## src/rtl/sys_reset_seq.sv

```systemverilog
// ---------------------------------------------------------------------------
// sys_reset_seq
//   System reset sequencer placed directly after the system PLL. It runs on the
//   PLL 0-degree fast output (CLKOP, 85.9091 MHz). The block waits until PLL
//   lock has been continuously present for LOCK_CYCLES, then keeps the core in
//   reset for HOLD_CYCLES more before it releases it. A debounced user button
//   re-enters the hold phase. While running, the block produces /2 and /4
//   clock enables that are phase-aligned to the release of reset.
//
// Ports
//   clk         in   PLL CLKOP, the only clock
//   reset       in   synchronous, active-high block reset
//   pll_locked  in   PLL lock flag, asynchronous, synchronised internally
//   btn_reset   in   user reset button, active-high, asynchronous, bouncy
//   sys_reset   out  synchronous active-high reset to the core
//   ce_2        out  one-cycle enable on every 2nd clk while running
//   ce_4        out  one-cycle enable on every 4th clk while running
//   ready       out  high only in RUN
//   state_dbg   out  current FSM state (0 WAIT_LOCK, 1 STABILIZE, 2 HOLD, 3 RUN)
// ---------------------------------------------------------------------------
module sys_reset_seq #(
    parameter int SYNC_STAGES     = 2,
    parameter int LOCK_CYCLES     = 1024,
    parameter int HOLD_CYCLES     = 256,
    parameter int DEBOUNCE_CYCLES = 65536
) (
    input  logic       clk,
    input  logic       reset,
    input  logic       pll_locked,
    input  logic       btn_reset,
    output logic       sys_reset,
    output logic       ce_2,
    output logic       ce_4,
    output logic       ready,
    output logic [1:0] state_dbg
);

    // One counter serves both STABILIZE and HOLD, so it is sized for the larger.
    localparam int CNT_MAX = (LOCK_CYCLES > HOLD_CYCLES) ? LOCK_CYCLES : HOLD_CYCLES;
    localparam int CNT_W   = (CNT_MAX > 1) ? $clog2(CNT_MAX) : 1;
    localparam int DB_W    = (DEBOUNCE_CYCLES > 1) ? $clog2(DEBOUNCE_CYCLES) : 1;

    localparam logic [CNT_W-1:0] LOCK_LAST = CNT_W'(LOCK_CYCLES - 1);
    localparam logic [CNT_W-1:0] HOLD_LAST = CNT_W'(HOLD_CYCLES - 1);
    localparam logic [CNT_W-1:0] CNT_ONE   = CNT_W'(1);
    localparam logic [DB_W-1:0]  DB_LAST   = DB_W'(DEBOUNCE_CYCLES - 1);
    localparam logic [DB_W-1:0]  DB_ARM    = DB_W'(DEBOUNCE_CYCLES - 2);
    localparam logic [DB_W-1:0]  DB_ONE    = DB_W'(1);

    typedef enum logic [1:0] {
        WAIT_LOCK = 2'd0,
        STABILIZE = 2'd1,
        HOLD      = 2'd2,
        RUN       = 2'd3
    } state_t;

    // -----------------------------------------------------------------------
    // Input synchronisers
    // -----------------------------------------------------------------------
    logic [SYNC_STAGES-1:0] lk_sync;
    logic [SYNC_STAGES-1:0] btn_sync;
    logic                   lk_s;
    logic                   btn_s;

    always_ff @(posedge clk) begin
        if (reset) begin
            lk_sync  <= '0;
            btn_sync <= '0;
        end else begin
            lk_sync  <= {lk_sync[SYNC_STAGES-2:0], pll_locked};
            btn_sync <= {btn_sync[SYNC_STAGES-2:0], btn_reset};
        end
    end

    assign lk_s  = lk_sync[SYNC_STAGES-1];
    assign btn_s = btn_sync[SYNC_STAGES-1];

    // -----------------------------------------------------------------------
    // Button debounce
    //   btn_q holds the previous synchronised sample, so db_cnt measures how
    //   long btn_s has been steady. The counter saturates at DEBOUNCE_CYCLES-1.
    //   press is raised only on the cycle the count reaches that value with the
    //   button high, which gives one pulse per press however long the button is
    //   held.
    // -----------------------------------------------------------------------
    logic            btn_q;
    logic [DB_W-1:0] db_cnt;
    logic            press;

    always_ff @(posedge clk) begin
        if (reset) begin
            btn_q  <= 1'b0;
            db_cnt <= '0;
            press  <= 1'b0;
        end else begin
            btn_q <= btn_s;
            press <= 1'b0;
            if (btn_s != btn_q) begin
                db_cnt <= '0;
            end else if (db_cnt != DB_LAST) begin
                db_cnt <= db_cnt + DB_ONE;
                press  <= btn_s && (db_cnt == DB_ARM);
            end
        end
    end

    // -----------------------------------------------------------------------
    // Sequencer FSM: state register, next-state logic, output logic
    // -----------------------------------------------------------------------
    state_t           state;
    state_t           state_nx;
    logic [CNT_W-1:0] cnt;
    logic [CNT_W-1:0] cnt_nx;
    logic [1:0]       ph;
    logic [1:0]       ph_nx;
    logic             sys_reset_nx;
    logic             ready_nx;
    logic             ce_2_nx;
    logic             ce_4_nx;

    always_ff @(posedge clk) begin
        if (reset) begin
            state     <= WAIT_LOCK;
            cnt       <= '0;
            ph        <= '0;
            sys_reset <= 1'b1;
            ready     <= 1'b0;
            ce_2      <= 1'b0;
            ce_4      <= 1'b0;
        end else begin
            state     <= state_nx;
            cnt       <= cnt_nx;
            ph        <= ph_nx;
            sys_reset <= sys_reset_nx;
            ready     <= ready_nx;
            ce_2      <= ce_2_nx;
            ce_4      <= ce_4_nx;
        end
    end

    // Within every state, lock loss is checked before press, and press before
    // the terminal count.
    always_comb begin
        state_nx = state;
        cnt_nx   = cnt;
        unique case (state)
            WAIT_LOCK: begin
                cnt_nx = '0;
                if (lk_s) begin
                    state_nx = STABILIZE;
                end
            end
            STABILIZE: begin
                if (!lk_s) begin
                    state_nx = WAIT_LOCK;
                    cnt_nx   = '0;
                end else if (cnt == LOCK_LAST) begin
                    state_nx = HOLD;
                    cnt_nx   = '0;
                end else begin
                    cnt_nx = cnt + CNT_ONE;
                end
            end
            HOLD: begin
                if (!lk_s) begin
                    state_nx = WAIT_LOCK;
                    cnt_nx   = '0;
                end else if (press) begin
                    cnt_nx = '0;
                end else if (cnt == HOLD_LAST) begin
                    state_nx = RUN;
                    cnt_nx   = '0;
                end else begin
                    cnt_nx = cnt + CNT_ONE;
                end
            end
            RUN: begin
                cnt_nx = '0;
                if (!lk_s) begin
                    state_nx = WAIT_LOCK;
                end else if (press) begin
                    state_nx = HOLD;
                end
            end
            default: begin
                state_nx = WAIT_LOCK;
                cnt_nx   = '0;
            end
        endcase
    end

    // The enables use the current phase, so the first ce_2 appears two cycles
    // after ready rises and the first ce_4 four cycles after. Gating them with
    // state_nx makes both enables drop on the same edge at which sys_reset
    // rises when RUN is left.
    always_comb begin
        sys_reset_nx = (state_nx != RUN);
        ready_nx     = (state_nx == RUN);
        ph_nx        = (state == RUN) ? ph + 2'd1 : 2'd0;
        ce_2_nx      = (state == RUN) && (state_nx == RUN) && ph[0];
        ce_4_nx      = (state == RUN) && (state_nx == RUN) && (ph == 2'd3);
    end

    assign state_dbg = state;

endmodule

```

## config.mk

```make
export PLATFORM = sky130hd
export DESIGN_NAME = sys_reset_seq
export DESIGN_NICKNAME = d
export VERILOG_FILES = /design/src/rtl/sys_reset_seq.sv
export SDC_FILE = /design/constraint.sdc
export NUM_CORES = 1
export LEC_CHECK = 0
export CAP_MARGIN = 40
export CORE_UTILIZATION = 35
export DETAILED_ROUTE_END_ITERATION = 10
export GPL_TIMING_DRIVEN = 0
export PLACE_DENSITY_LB_ADDON = 0.08
export SYNTH_ARGS = -nofsm -noshare
export SYNTH_HDL_FRONTEND = slang
export SYNTH_SLANG_ARGS = --single-unit
```

## constraint.sdc

```tcl
create_clock -name clk -period 1.7 [get_ports clk]
set_input_delay 0.425 -clock clk [delete_from_list [all_inputs] [get_ports clk]]
set_output_delay 0.425 -clock clk [all_outputs]
set_load 0.02 [all_outputs]
```

* Word level (Yosys, flattened, before mapping) *
Index checks and enable logic that the tools add are counted.

word-level totals
  bits in writable memories = 0
  output and inout port bits = 6
  memory bits (read-only) = 0
  register bits after elaboration = 40
  memories kept = 0
  bits in latches = 0
  word-level logic and storage cells = 52

cells by class
  shift-type cells = 0
  bitwise gates (word level) = 2
  reductions and logical operators = 9
  order comparisons = 0
  muxes and demuxes = 15
  equal/unequal tests = 11
  div/mod/pow operators = 0
  $mul = 0
  add/subtract/negate cells = 3

operators by type and width
  cell                                                               number
  10-bit two-way mux                                                 5
  10-bit case mux with 3 select lines                                1
  16-bit by 1-bit adder with 16-bit output (second input constant)   1
  16-bit == test (second input constant)                             1
  2-bit two-way mux                                                  8
  16-bit inequality test (second input constant)                     1
  10-bit by 1-bit adder with 10-bit output (second input constant)   1
  10-bit == test (second input constant)                             1
  10-bit by 8-bit == test with 1-bit output (second input constant)  1
  2-bit == test (second input constant)                              4
  2-bit case mux with 4 select lines                                 1
  2-bit OR reduction                                                 3
  1-bit logical AND                                                  4
  3-bit OR reduction                                                 1
  2-bit by 1-bit adder with 2-bit output (second input constant)     1
  2-bit by 1-bit == test with 1-bit output (second input constant)   1
  2-bit logical NOT                                                  1
  2-bit inequality test (second input constant)                      1
  1-bit inverter                                                     2
  1-bit inequality test                                              1

* Logic depth before layout (Yosys ltp) *
  word-level depth = 8
  depth in mapped cells = 6
  depth with buffers taken out = 5

* Worst setup path after synthesis *
OpenSTA, ideal clock, no wires.

  kind = flip-flop to flip-flop
  from = register db_cnt[1]
  to = register db_cnt[1]
  arrival = 1.459 ns
  library setup time = 0.129 ns
  path slack = 0.112 ns
  buffers on the path = 0
  stages on the path, launching flop included = 6
  data required time = 1.571 ns
  path through = dfxtp_1 > ha_1 > nand4_1 > nor4_4 > mux2i_1 > nor2_1

on the way
  longest elaborated chain between the ends = 1
  elaborated cells between the ends (all ways) = 2
  classes of those cells = add/sub: 1; eq/ne: 1

RTL lines
  element                                                                                    RTL line  RTL
  start, declared                                                                            87        logic [DB_W-1:0] db_cnt;
  start signal, assigned                                                                     101       db_cnt <= db_cnt + DB_ONE;
  16-bit by 1-bit adder with 16-bit output / 16-bit inequality test (equally long branches)  101, 100

Several ways; a longest one is shown, not always the timed one.
A chain may end at the register's enable or synchronous reset.

* Worst setup path in the final report *
  from = register db_cnt[7]
  to = register db_cnt[4]

on the way
  longest elaborated chain between the ends = 1

RTL lines
  element                 RTL line  RTL
  16-bit inequality test  100       end else if (db_cnt != DB_LAST) begin

No other way between the ends.

==> flow_summary.json <==
{
  "die_y_um": 73.35,
  "worst_pin_slew_ns": 0.4179,
  "synth_edf_count": 0,
  "path_cells": "nand4_4 > or4_4 > and3_1 > a211oi_2",
  "cp_top_family": "simple AND/OR/NAND/NOR gates",
  "h-tree-depth": 2,
  "synth_ff_type": "dfxtp_1",
  "worst_ep_required_time_ns": 1.91,
  "switchingPower_mw": 0.3638,
  "slowest_delay_ns": 0.57,
  "pin_count": 10,
  "clockBufferDepth": 2,
  "yosysSeqAreaShare_pct": 44.94,
  "worstSetupPathType": "reg -> reg",
  "switching_share_pct": 19.59,
  "startpoint_type": "register",
  "fillers": 492,
  "hp-start": "lk_sync[0]$_SDFF_PP0_",
  "cp_slowest_cell": "or4_4",
  "synth-async-reset-ratio_pct": 0,
  "core_area_sq_um": 4817,
  "synthesis.nets": 203,
  "synth_top_area_cell": "dfxtp_1",
  "yosys_warnings": 0,
  "min_path_type": "reg -> reg",
  "cts_sinks": 40,
  "dp.final_hpwl_um": 2381,
  "wl_um": 3511,
  "peakVddDrop_uv": 406.1,
  "clk_pin_slew_ns": 0.07,
  "critPathBufInv": 0,
  "cts_tree": "yes",
  "max-slew-margin-rel_pct": 72.14,
  "drtPass1Iterations": 4,
  "via_per_inst": 5.161,
  "reg2regPathDepth": 4,
  "synthTopCellsByArea": "dfxtp_1 (45%), nor2_1 (5.3%), nand3_1 (3.9%)",
  "antenna_found_initial": 0,
  "gp_congestion": 0.8053,
  "vias": 1476,
  "clockRootBuffer": "clkbuf_8",
  "p_int_mw": 1.493,
  "nNetsFinal": 226,
  "max_freq_mhz": 609.9,
  "final_hold_viol_count": 0,
  "grt-ovfl-total": 0,
  "min_period_ns": 1.640,
  "powerDensity_nw_per_um2": 845.0,
  "dp.cells": 271,
  "drive_gt1_share_pct": 21.46,
  "netlist_area_sq_um": 1782,
  "setup_ws_ns": 0.06033,
  "grt_usage_pct": 14.15,
  "finalSetupViolations": 0,
  "cap_viol_max_count": 0,
  "insertedDiodeCount": 0,
  "status": "complete, no violations",
  "netlist_instances": 195,
  "power_leakage_nw": 0.7867,
  "grt_pass1_vias": 1311,
  "comb_power_share_pct": 3.3,
  "hold_buffers": 0,
  "die-area_sq_um": 5380,
  "area_delta_synth_final_pct": 23.31,
  "crit_arrival_ns": 1.85,
  "clkLatencyLatePin_ns": 0.29,
  "rr_startpoint": "db_cnt[7]$_SDFFE_PP0N_",
  "cts_buffers": 5,
  "grt_max_degree": 13,
  "clock_skew_ns": 0.002380,
  "drt_iter0_drc": 71,
  "end_kind": "register",
  "row_count": 25,
  "pre_cts_ws_ns": -0.2304,
  "fin_crit_sh_pct": 96.45,
  "synth-seq-cells": 40,
  "regToRegEndpoint": "db_cnt[4]$_SDFFE_PP0N_",
  "start_util_pct": 36.99,
  "clkPwrFrac_pct": 45.0,
  "worstPathMaxFanout": 6,
  "r2r_slack_ns": 0.06,
  "dieWidth_um": 73.35,
  "drc": 0,
  "holdPathStages": 1,
  "portBuffers": 9,
  "seqPwrFrac_pct": 51.7,
  "grt_pass1_wl_um": 5768,
  "yosys.cell_types.count": 44,
  "synth.avg_cell_area_sq_um": 9.137,
  "slew_viol_final": 0,
  "synth_top_area_share_pct": 44.94,
  "holdPathEnd": "lk_sync[1]$_SDFF_PP0_",
  "wire_per_inst_um": 12.28,
  "fin_cells": 286,
  "detail-route-antenna-nets": 0
}
power groups by stage:
stage | Combinational [mW] | Sequential [mW] | Clock, mW
floorplan | 0.0395 | 0.978 | 0
global placement | 0.0578 | 0.979 | 0
detailed placement | 0.0590 | 0.980 | 0
CTS | 0.0600 | 0.958 | 0.869
global route | 0.0695 | 0.961 | 0.911
finish | 0.0615 | 0.959 | 0.836
cell usage in the layout (no fill, tap or decap), drive strengths merged, types with 7 or more instances in the layout:
cell type / netlist / layout
a21oi: 7 / 7
buf: 1 / 8
clkbuf: 5 / 12
clkdlybuf4s50: 0 / 7
dfxtp: 40 / 40
nand2: 10 / 10
nand3: 15 / 15
nor2: 25 / 25
nor2b: 7 / 7
nor3: 7 / 7
cells by family (layout without fill, tap and decap cells):
group	count (synthesis)	in the layout	synth area share, %
and+or+nand+nor	95	95	30.55
DFF	40	40	44.94
AOI/OAI and AO/OA	34	34	13.98
buffers and inverters	12	36	2.739
xor gates and xnor gates	9	9	4.424
adders and majority gates	4	4	2.809
muxes	1	1	0.5618
metrics by stage:
stage	TNS, ns	power (mW)	hold slack, ns	utilization (%)	instance area, sq um
final	0	1.856	0.4391	45.61	2197
after global routing	-0.01747	1.941	0.4654	45.61	2197
after CTS	0	1.887	0.4470	44.10	2125
after detailed placement	-3.398	1.039	0.4280	40.60	1956
after global placement	-3.315	1.037	0.4277	40.60	1956
after floorplan	0	1.017	0.4138	-	1782
state kept, by name, indices dropped and copies added (netlist names):
name       cells
btn_q          1
btn_sync       2
ce_2           1
ce_4           1
cnt           10
db_cnt        16
lk_sync        2
ph             2
press          1
ready          1
state_dbg      2
sys_reset      1
layout make-up:
cell class | count | area [sq um] | area share, %
repair buffers | 16 | 140.1 | 6.378
clock inverters | 1 | 30.03 | 1.367
multi-input cells | 143 | 978.4 | 44.53
clock buffers | 7 | 96.34 | 4.385
well taps | 67 | 83.83 | 3.815
inverters | 6 | 22.52 | 1.025
plain buffers | 6 | 27.53 | 1.253
flip-flops and latches | 40 | 818.3 | 37.24
Yosys cell counts, types with 3 or more instances:
cell,number
nor4_1,3
dfxtp_1,40
a31oi_1,3
nor2_1,25
o311ai_0,3
ha_1,4
o211a_1,3
a21oi_1,7
or3_1,4
clkbuf_1,5
or2_2,3
nand4_1,4
nor2b_1,7
xnor2_1,5
o41ai_1,3
inv_1,6
xor2_1,4
o21ai_0,6
nand2_1,10
nand3_1,14
and3_1,3
nor3_1,7
worst register-to-register path, stage by stage, from the launching register on:
cell and delay [ns]:
dfxtp_1 0.41, nand4_4 0.19, or4_4 0.58, and3_1 0.21, a211oi_2 0.18
worst max path at each step:
stage	slack, ns	to	startpoint	depth (start not counted)
final	0.06	db_cnt[4]$_SDFFE_PP0N_	db_cnt[7]$_SDFFE_PP0N_	4
after global routing	-0.02	db_cnt[4]$_SDFFE_PP0N_	db_cnt[7]$_SDFFE_PP0N_	4
after CTS	0.008	db_cnt[1]$_SDFFE_PP0N_	db_cnt[0]$_SDFFE_PP0N_	6
after detailed placement	-0.23	db_cnt[9]$_SDFFE_PP0N_	reset	5
after global placement	-0.24	db_cnt[13]$_SDFFE_PP0N_	reset	4
after floorplan	0.11	db_cnt[1]$_SDFFE_PP0N_	db_cnt[1]$_SDFFE_PP0N_	5
routing by layer:
| metal | share of wire, % | global-route usage [%] |
|---|---|---|
| met5 | 0 | 0 |
| met4 | 1.1 | 6.410 |
| met3 | 3.2 | 4.115 |
| met2 | 50 | 23.77 |
| met1 | 46 | 16.68 |
what timing repair did:
item                                    4_1_cts  5_1_grt
setup buffers                                 4        3
endpoints found under the setup margin       22       21
pin swaps                                     3        2
cloned                                        0        0
resized for setup                             6       21
Note: power is estimated with default switching activity, not from simulation.
